**config.mk**
```make
export PLATFORM = sky130hd
export DESIGN_NAME = seg_scan
export DESIGN_NICKNAME = d
export VERILOG_FILES = /design/src/rtl/seg_scan_pkg.sv /design/src/rtl/seg_scan_hex7seg.sv /design/src/rtl/seg_scan.sv
export SDC_FILE = /design/constraint.sdc
export NUM_CORES = 1
export LEC_CHECK = 0
export ABC_CLOCK_PERIOD_IN_PS = 3230
export CORE_ASPECT_RATIO = 0.75
export CORE_MARGIN = 3
export CORE_UTILIZATION = 45
export CTS_BUF_LIST = sky130_fd_sc_hd__clkbuf_2
export DETAILED_ROUTE_END_ITERATION = 10
export HOLD_SLACK_MARGIN = 0.08
export PLACE_DENSITY = 0.79
export SLEW_MARGIN = 25
export SYNTH_ARGS = -nofsm -noshare
export SYNTH_HDL_FRONTEND = slang
export SYNTH_SLANG_ARGS = --single-unit
export TNS_END_PERCENT = 1
```
**constraint.sdc**
```tcl
create_clock -name clk -period 3.23 [get_ports clk]
set_input_delay 0.4845 -clock clk [delete_from_list [all_inputs] [get_ports clk]]
set_output_delay 0.4845 -clock clk [all_outputs]
set_load 0.02 [all_outputs]
```
**src/rtl/seg_scan_pkg.sv**
```systemverilog
// seg_scan_pkg: shared definitions for the seven-segment display blocks.
//
// Holds the active-low segment codes for hex digits 0-F and the all-off
// constants, so any display block can import them and stay consistent.
// Segment bit order is {g,f,e,d,c,b,a}; a 0 lights the segment.
package seg_scan_pkg;

  localparam int NUM_DIGITS = 4;

  typedef logic [1:0] digit_idx_t;

  localparam logic [3:0] AN_OFF  = 4'b1111;
  localparam logic [6:0] SEG_OFF = 7'b1111111;

  localparam logic [6:0] SEG_HEX_0 = 7'b1000000;
  localparam logic [6:0] SEG_HEX_1 = 7'b1111001;
  localparam logic [6:0] SEG_HEX_2 = 7'b0100100;
  localparam logic [6:0] SEG_HEX_3 = 7'b0110000;
  localparam logic [6:0] SEG_HEX_4 = 7'b0011001;
  localparam logic [6:0] SEG_HEX_5 = 7'b0010010;
  localparam logic [6:0] SEG_HEX_6 = 7'b0000010;
  localparam logic [6:0] SEG_HEX_7 = 7'b1111000;
  localparam logic [6:0] SEG_HEX_8 = 7'b0000000;
  localparam logic [6:0] SEG_HEX_9 = 7'b0010000;
  localparam logic [6:0] SEG_HEX_A = 7'b0001000;
  localparam logic [6:0] SEG_HEX_B = 7'b0000011;
  localparam logic [6:0] SEG_HEX_C = 7'b1000110;
  localparam logic [6:0] SEG_HEX_D = 7'b0100001;
  localparam logic [6:0] SEG_HEX_E = 7'b0000110;
  localparam logic [6:0] SEG_HEX_F = 7'b0001110;

endpackage

```
**src/rtl/seg_scan_hex7seg.sv**
```systemverilog
// hex7seg: combinational hex-to-seven-segment decoder.
//
// Ports:
//   hex  in  4  hex digit value
//   seg  out 7  segments {g,f,e,d,c,b,a}, active-low
module hex7seg
  import seg_scan_pkg::*;
(
  input  logic [3:0] hex,
  output logic [6:0] seg
);

  always_comb begin
    seg = SEG_OFF;
    unique case (hex)
      4'h0: seg = SEG_HEX_0;
      4'h1: seg = SEG_HEX_1;
      4'h2: seg = SEG_HEX_2;
      4'h3: seg = SEG_HEX_3;
      4'h4: seg = SEG_HEX_4;
      4'h5: seg = SEG_HEX_5;
      4'h6: seg = SEG_HEX_6;
      4'h7: seg = SEG_HEX_7;
      4'h8: seg = SEG_HEX_8;
      4'h9: seg = SEG_HEX_9;
      4'hA: seg = SEG_HEX_A;
      4'hB: seg = SEG_HEX_B;
      4'hC: seg = SEG_HEX_C;
      4'hD: seg = SEG_HEX_D;
      4'hE: seg = SEG_HEX_E;
      4'hF: seg = SEG_HEX_F;
    endcase
  end

endmodule

```
**src/rtl/seg_scan.sv**
```systemverilog
// seg_scan: four-digit multiplexed seven-segment display scanner.
//
// clk_slow is treated as data: it is synchronized, edge-detected, and each
// rising edge ("tick") advances the display by one digit slot. A whole frame
// (data + dp_en) is latched on the tick that wraps the digit index from 3 to
// 0, so the displayed digits never mix two frames.
//
// Ports:
//   clk          in  1   system clock
//   rst          in  1   synchronous active-high reset
//   clk_slow     in  1   slow scan strobe, sampled as data
//   data         in  16  four hex digits, digit k = data[4k+3:4k]
//   dp_en        in  4   decimal point enable per digit
//   blank        in  1   1 = all digits off for this slot
//   an           out 4   digit anodes, active-low
//   seg          out 7   segments {g,f,e,d,c,b,a}, active-low
//   dp           out 1   decimal point, active-low
//   frame_start  out 1   one-cycle pulse after a frame is latched
module seg_scan
  import seg_scan_pkg::*;
#(
  parameter bit LZB         = 1'b0,
  parameter int SYNC_STAGES = 2     // legal range 2..3
) (
  input  logic        clk,
  input  logic        rst,
  input  logic        clk_slow,
  input  logic [15:0] data,
  input  logic [3:0]  dp_en,
  input  logic        blank,
  output logic [3:0]  an,
  output logic [6:0]  seg,
  output logic        dp,
  output logic        frame_start
);

  logic [SYNC_STAGES-1:0] sync_q;
  logic                   hist_q;
  logic                   tick;

  digit_idx_t  idx_q;
  digit_idx_t  idx_n;
  logic [15:0] frame_q;
  logic [3:0]  frame_dp_q;
  logic [15:0] frame_n;
  logic [3:0]  frame_dp_n;
  logic        latch;
  logic [3:0]  digit;
  logic [6:0]  dec_seg;
  logic [3:0]  lead_zero;
  logic        lz_blank;

  // Synchronizer chain plus one history flop for rising-edge detection.
  always_ff @(posedge clk) begin
    if (rst) begin
      sync_q <= '0;
      hist_q <= 1'b0;
    end else begin
      sync_q <= {sync_q[SYNC_STAGES-2:0], clk_slow};
      hist_q <= sync_q[SYNC_STAGES-1];
    end
  end

  assign tick  = sync_q[SYNC_STAGES-1] & ~hist_q;
  assign idx_n = idx_q + 2'd1;
  assign latch = tick && (idx_q == 2'd3);

  // Digit 0 of a new frame must already see the freshly latched values,
  // so the output path looks through the latch mux rather than frame_q.
  assign frame_n    = latch ? data  : frame_q;
  assign frame_dp_n = latch ? dp_en : frame_dp_q;
  assign digit      = frame_n[{idx_n, 2'b00} +: 4];

  // lead_zero[k]: digit k and every higher digit are 0 with dp off.
  always_comb begin
    logic run;
    lead_zero = '0;
    run       = 1'b1;
    for (int k = NUM_DIGITS - 1; k >= 0; k--) begin
      run          = run & (frame_n[4*k +: 4] == 4'h0) & ~frame_dp_n[k];
      lead_zero[k] = run;
    end
  end

  // Digit 0 always shows, even when the whole frame is zero.
  assign lz_blank = LZB && (idx_n != 2'd0) && lead_zero[idx_n];

  hex7seg u_hex7seg (
    .hex (digit),
    .seg (dec_seg)
  );

  always_ff @(posedge clk) begin
    if (rst) begin
      idx_q       <= '0;
      frame_q     <= '0;
      frame_dp_q  <= '0;
      an          <= AN_OFF;
      seg         <= SEG_OFF;
      dp          <= 1'b1;
      frame_start <= 1'b0;
    end else begin
      frame_start <= latch;
      if (tick) begin
        idx_q      <= idx_n;
        frame_q    <= frame_n;
        frame_dp_q <= frame_dp_n;
        if (blank || lz_blank) begin
          an  <= AN_OFF;
          seg <= SEG_OFF;
          dp  <= 1'b1;
        end else begin
          an  <= ~(4'b0001 << idx_n);
          seg <= dec_seg;
          dp  <= ~frame_dp_n[idx_n];
        end
      end
    end
  end

endmodule
```
## Yosys cells after proc, flatten, opt, wreduce, memory -nomap -nowiden

Memory sizes are Yosys's and may differ from the RTL's.
Index checks and enable logic that the tools add are counted.

- Add/sub/neg operators: 1
- Order comparisons: 1
- Equality and inequality tests: 1
- Shift operators: 2
- Mux-type cells: 7
- Bitwise operators: 4
- Reductions and logical operators: 1

Operators with widths:

| cell | number |
|---|---|
| 2-to-1 mux 16 bit | 1 |
| indexed part select 16 x 5 -> 4 bit | 1 |
| 2-to-1 mux 4 bit | 2 |
| 2-to-1 mux 7 bit | 1 |
| inverter 4 bit | 1 |
| left shift 1 x 2 -> 4 bit (first input constant) | 1 |
| less-than comparator 2 x 3 -> 1 bit (second input constant) | 1 |
| adder 2 x 1 -> 2 bit (second input constant) | 1 |
| binary-select mux 1 bit (select 2 bit) | 1 |
| equality test 2 bit (second input constant) | 1 |
| 2-to-1 mux 1 bit | 2 |
| inverter 1 bit | 2 |
| AND 1 bit | 1 |
| logical AND 1 bit | 1 |

- Bits in registers: 38
- Bits in read-only memories: 112
- Input port bits: 24
- Output and inout port bits: 13
- Logic and storage cells: 27
- Memories kept: 1

Memories:

| memory | words | bits a word | rd ports | clocked after memory_dff | wr ports | RTL line | source |
|---|---|---|---|---|---|---|---|
| (no name shown) | 16 | 7 | 1 | 0 | 0 | seg_scan_hex7seg.sv:15 | `unique case (hex)` |

## Longest topological paths before layout

- Depth in word-level cells: 8
- Mapped depth: 12
- Mapped depth without buffers: 10

## Modules after synthesis

A second synthesis with hierarchy kept.

- Cell total of the unflattened synthesis: 189
- Area, all modules: 1,953.1 sq um

Modules (own cells, without submodules):

| module | instances | cells each | area an instance (sq um) |
|---|---|---|---|
| seg_scan | 1 | 157 | 1,677.9 |
| hex7seg | 1 | 32 | 275.3 |

## Least setup slack after synthesis

No wires, ideal clock.

- Path type: register -> register
- Start point: register idx_q[0]
- End point: register seg[3]
- Setup time: 0.119 ns
- Data arrival time: 2.526 ns
- Data required time: 3.111 ns
- Path slack: 0.585 ns
- Stages on the path, launching flop included: 11
- Buffers on the path: 2
- Cells stage by stage: dfxtp_1 -> buf_6 -> buf_8 -> inv_2 -> ha_1 -> clkinv_1 -> mux4_2 -> ha_1 -> mux2i_1 -> or3_1 -> o221a_2

- Elaborated cells between the ends (all ways): 7

RTL lines:

| what | RTL line | source |
|---|---|---|
| start, declared | seg_scan.sv:41 | `digit_idx_t idx_q;` |
| start signal, assigned | seg_scan.sv:105 | `idx_q <= idx_n;` |
| adder 2 x 1 -> 2 bit | seg_scan.sv:65 | `assign idx_n = idx_q + 2'd1;` |
| via idx_n[0] | seg_scan.sv:42 | `digit_idx_t idx_n;` |
| indexed part select 16 x 5 -> 4 bit | seg_scan.sv:72 | `assign digit = frame_n[{idx_n, 2'b00} +: 4];` |
| memory read (16 x 7 bit) | n/a |  |
| 2-to-1 mux 7 bit | seg_scan.sv:108 | `if (blank \|\| lz_blank) begin` |
| end signal, assigned | seg_scan.sv:114 | `seg <= dec_seg;` |
| end, declared | seg_scan.sv:32 | `output logic [6:0] seg,` |

The timed path passes the listed nets, and every way through them passes these cells.
A chain may end at the register's enable or synchronous reset.

## Worst setup path in the final report

- Start point: register idx_q[0]
- End point: register seg[3]

- Word-level cells in the longest chain between the ends: 6
- Elaborated cells between the ends (all ways): 7

Ends and longest elaborated chain:

| what | RTL line | source |
|---|---|---|
| equality test 2 bit | seg_scan.sv:66 | `assign latch = tick && (idx_q == 2'd3);` |
| logical AND 1 bit | seg_scan.sv:66 |  |
| 2-to-1 mux 16 bit | seg_scan.sv:70 | `assign frame_n = latch ? data : frame_q;` |
| indexed part select 16 x 5 -> 4 bit * | seg_scan.sv:72 |  |
| memory read (16 x 7 bit) * | n/a |  |
| 2-to-1 mux 7 bit * | seg_scan.sv:108 |  |

Every way passes the cells marked *; elsewhere a longest branch is shown, timed or not.

==> results <==
- The run finished with clean final reports.
- The initial detailed-routing violation count is 98.
- The final standard cell utilization of the core is 0.571.
- The total global-route track usage is 0.165.
- The library cell used most frequently in the layout, excluding fill and tap cells, is sky130_fd_sc_hd__dfxtp_1.
- In the layout the commonest cells are sky130_fd_sc_hd__dfxtp_1 (38), sky130_fd_sc_hd__nand2_1 (37), sky130_fd_sc_hd__clkdlybuf4s50_1 (36).
- The count of final max-slew check failures was 0.
- After global routing, the most crowded layer is met2.
- The total count of hold-check failures in the final report came to 0.
- The fraction of synthesis flops using an asynchronous set or reset pin is 0.
- For met2 alone, demand over resource in global routing was 0.254.
- For this design, the slowest cell found on the critical path is sky130_fd_sc_hd__mux4_2.
- The critical path endpoint category is a flip-flop.
- Together, buffers and inverters on the worst path number 1.
- Pin placement for this block handled 37 I/O pins.
- The length of the first detailed-routing pass in iterations is 4.
- Along the worst path, the maximum fanout reaches 17.
- TritonCTS built the clock tree.
- Clock-pin slew was measured on the worst setup and hold paths at 0.18 ns.
- The number of diodes added for antenna fixing is 0.
- The final worst-path cycle share is 0.837.
- The setup fix buffers added after clock tree synthesis is 0.
- With fillers left out, the area of the finished cells amounts to 2590 sq um.
- The family with the most delay on the worst path is multiplexers.
- The post-synthesis net count is 268.
- The clock period could shrink to 2.70 ns.
- The root buffer cell is sky130_fd_sc_hd__clkbuf_2.
- The detail route stage leaves a number of antenna-violating nets equal to 0.
- The total clock sinks is 38.
- The placed wire-length estimate after detailed placement is 3340 microns.
- IR analysis of the VDD net gives a maximum drop of 173 uV.
- The average via count per standard cell is 5.29.
- The via count of the first global-routing pass is 1,623.
- Routability-driven placement finished with a final weighted congestion of 0.890.
- Max-cap violations in this run came to 0.
- The relative slew slack is 0.664.
- The number of instances resized during post-cts repair is 0.
- Yosys mapped the design onto 41 distinct sky130hd cell types.
- The height of the die is 66.1 microns.
- The post-placement cell area is 2560 sq um.
- Timing would allow up to 370 MHz.
- From synthesis to final layout, the design area changed by 19.8%.
- The floorplan has 21 rows.
- The sequential share of the synthesized area is 0.351.
- The setup violation total in the final timing report is 0.
- Counting the fill cells in the layout gives 405.
- The synthesized design contains 38 register bits.
- Data arrives at the worst endpoint at 2.99 ns.
- The number of DRC violations after detailed routing is 0.
- The H-tree was split into 2 levels.
- On the worst path, the slowest cell contributes a delay of 0.64 ns.
- The count of buffers from port buffering is 36.
- The worst setup path is of the flip-flop to flip-flop kind.
- Counting flops with a built-in enable in the synthesized netlist gives 0.
- The startpoint type of the worst setup path is a flip-flop.
- The static leakage is 0.000942 uW.
- The pin count of the biggest net entering global routing is 24.
- The number of nets in the layout is 303.
- The later pin in the worst-skew pair is clocked with a latency of 0.37 ns.
- The fraction of final layout cells sized beyond drive strength 1 is 0.100.
- The clock passes through at most 2 buffers.
- The synthesized instance count is 234.
- For the worst setup path, the data required time is 3.52 ns.
- Traced cell by cell, the critical path runs through ha_1 -> and3b_1 -> buf_4 -> mux4_2 -> mux2i_1 -> or3_1 -> o221a_2.
- The die width is 86.1 microns.
- The initial standard-cell utilization of the core is 0.476.
- Setup repair after global routing left no endpoint under its margin.
- The synthesized area per cell is 9.26 sq um.
- The clock skew after layout is 0.0111 ns.
- The routed layout has 1,731 vias.
- For this design, the CTS-stage hold fixing added 0 buffers.
- The total wire length is 4420 microns.
- The number of antenna violations at the first check in global routing is 0.
- Among all flip-flop cells after synthesis, the most frequent one is sky130_fd_sc_hd__dfxtp_1.
- For this design the ratio of total power to cell area is 304 nW/um^2.
- Counting the buffers created by CTS gives 5.
- The synthesis warning total is 0.
- The slew at the pin with the worst max-slew slack is 0.505 ns.
- The setup TNS is 0 ns.
- For met1 alone, demand over resource in global routing was 0.224.
- The cell area after technology mapping is 2170 sq um.
- For this run, global-route usage on met3 was measured as 0.0461.
- The core footprint is 4550 sq um.
- Dividing the detail-routed wire length by the instance count gives 13.5 microns.
- After global routing the overflow that remains totals 0.
- The die covers 5690 sq um.
- The first global-routing pass estimated 7440 microns of wire.
- The min-delay analysis places its worst path in the category flip-flop to flip-flop.
-- worst paths after layout --
path / startpoint / to / slack, ns / depth (start not counted)
setup / recovery: idx_q[0]$_SDFFE_PP0P_ / seg[3]$_SDFFE_PP1P_ / 0.53 / 7
hold / removal: sync_q[0]$_SDFF_PP0_ / sync_q[1]$_SDFF_PP0_ / 0.47 / 1
setup reg to reg: idx_q[0]$_SDFFE_PP0P_ / seg[3]$_SDFFE_PP1P_ / 0.53 / 7
hold reg to reg: sync_q[0]$_SDFF_PP0_ / sync_q[1]$_SDFF_PP0_ / 0.47 / 1
-- synth_stat cells (4+ instances only) --
cell type | number | area, sq um
sky130_fd_sc_hd__dfxtp_1 | 38 | 761
sky130_fd_sc_hd__nand2_1 | 37 | 139
sky130_fd_sc_hd__mux2i_1 | 33 | 330
sky130_fd_sc_hd__a21oi_1 | 19 | 95.1
sky130_fd_sc_hd__nor2_1 | 18 | 67.6
sky130_fd_sc_hd__ha_1 | 10 | 125
sky130_fd_sc_hd__xnor2_1 | 9 | 78.8
sky130_fd_sc_hd__clkbuf_1 | 6 | 22.5
sky130_fd_sc_hd__mux4_2 | 6 | 135
sky130_fd_sc_hd__nand3_1 | 5 | 25.0
sky130_fd_sc_hd__inv_1 | 4 | 15.0
sky130_fd_sc_hd__nand2b_1 | 4 | 25.0
sky130_fd_sc_hd__nand3b_1 | 4 | 30.0
sky130_fd_sc_hd__nor2b_1 | 4 | 25.0
-- kinds of logic after synthesis --
family	Yosys count	share of synthesized area
buffers and inverters	19	0.0468
AND/OR/NAND/NOR	80	0.168
XOR/XNOR	9	0.0364
multiplexers	43	0.237
AO/OA/AOI/OAI	35	0.103
flip-flops	38	0.351
adder cells (fa/ha/maj)	10	0.0578
-- power by group --
part           total, uW  leakage (uW)  switching, uW  internal [uW]
registers            478      0.000308           3.28            475
logic                109      0.000604           50.8           58.6
clock network        201     0.0000304            148           53.4
-- area by class of cell --
cell class / count / area [sq um] / share of cell area
clock buffer: 6 / 30.0 / 0.0116
clock inverter: 2 / 8.76 / 0.00338
inverter: 6 / 22.5 / 0.00868
multi-input combinational: 177 / 1300 / 0.502
sequential: 38 / 761 / 0.293
tap: 57 / 71.3 / 0.0275
timing repair buffer: 41 / 398 / 0.153
-- layer usage --
metal,wire length [microns],up-vias
met1,2200,799
met3,294,4
met4,28,0
met5,0,-
met2,1900,46
li1,-,882
-- registers in the layout, summed over array words and instances (netlist names) --
register	flops
seg	7
sync_q	2
an	4
hist_q	1
idx_q	2
frame_start	1
frame_dp_q	4
frame_q	16
dp	1
-- per-stage QoR --
step                      instances  hold WS [ns]  setup WS, ns  total power [uW]
after global routing            327         0.484         0.333               828
after floorplan                 234         0.414         0.585               547
after CTS                       327         0.470         0.520               801
after global placement          319         0.427         0.592               595
after detailed placement        319         0.434         0.548               597
final                           327         0.465         0.527               789
(Power assumes the default switching activity.)
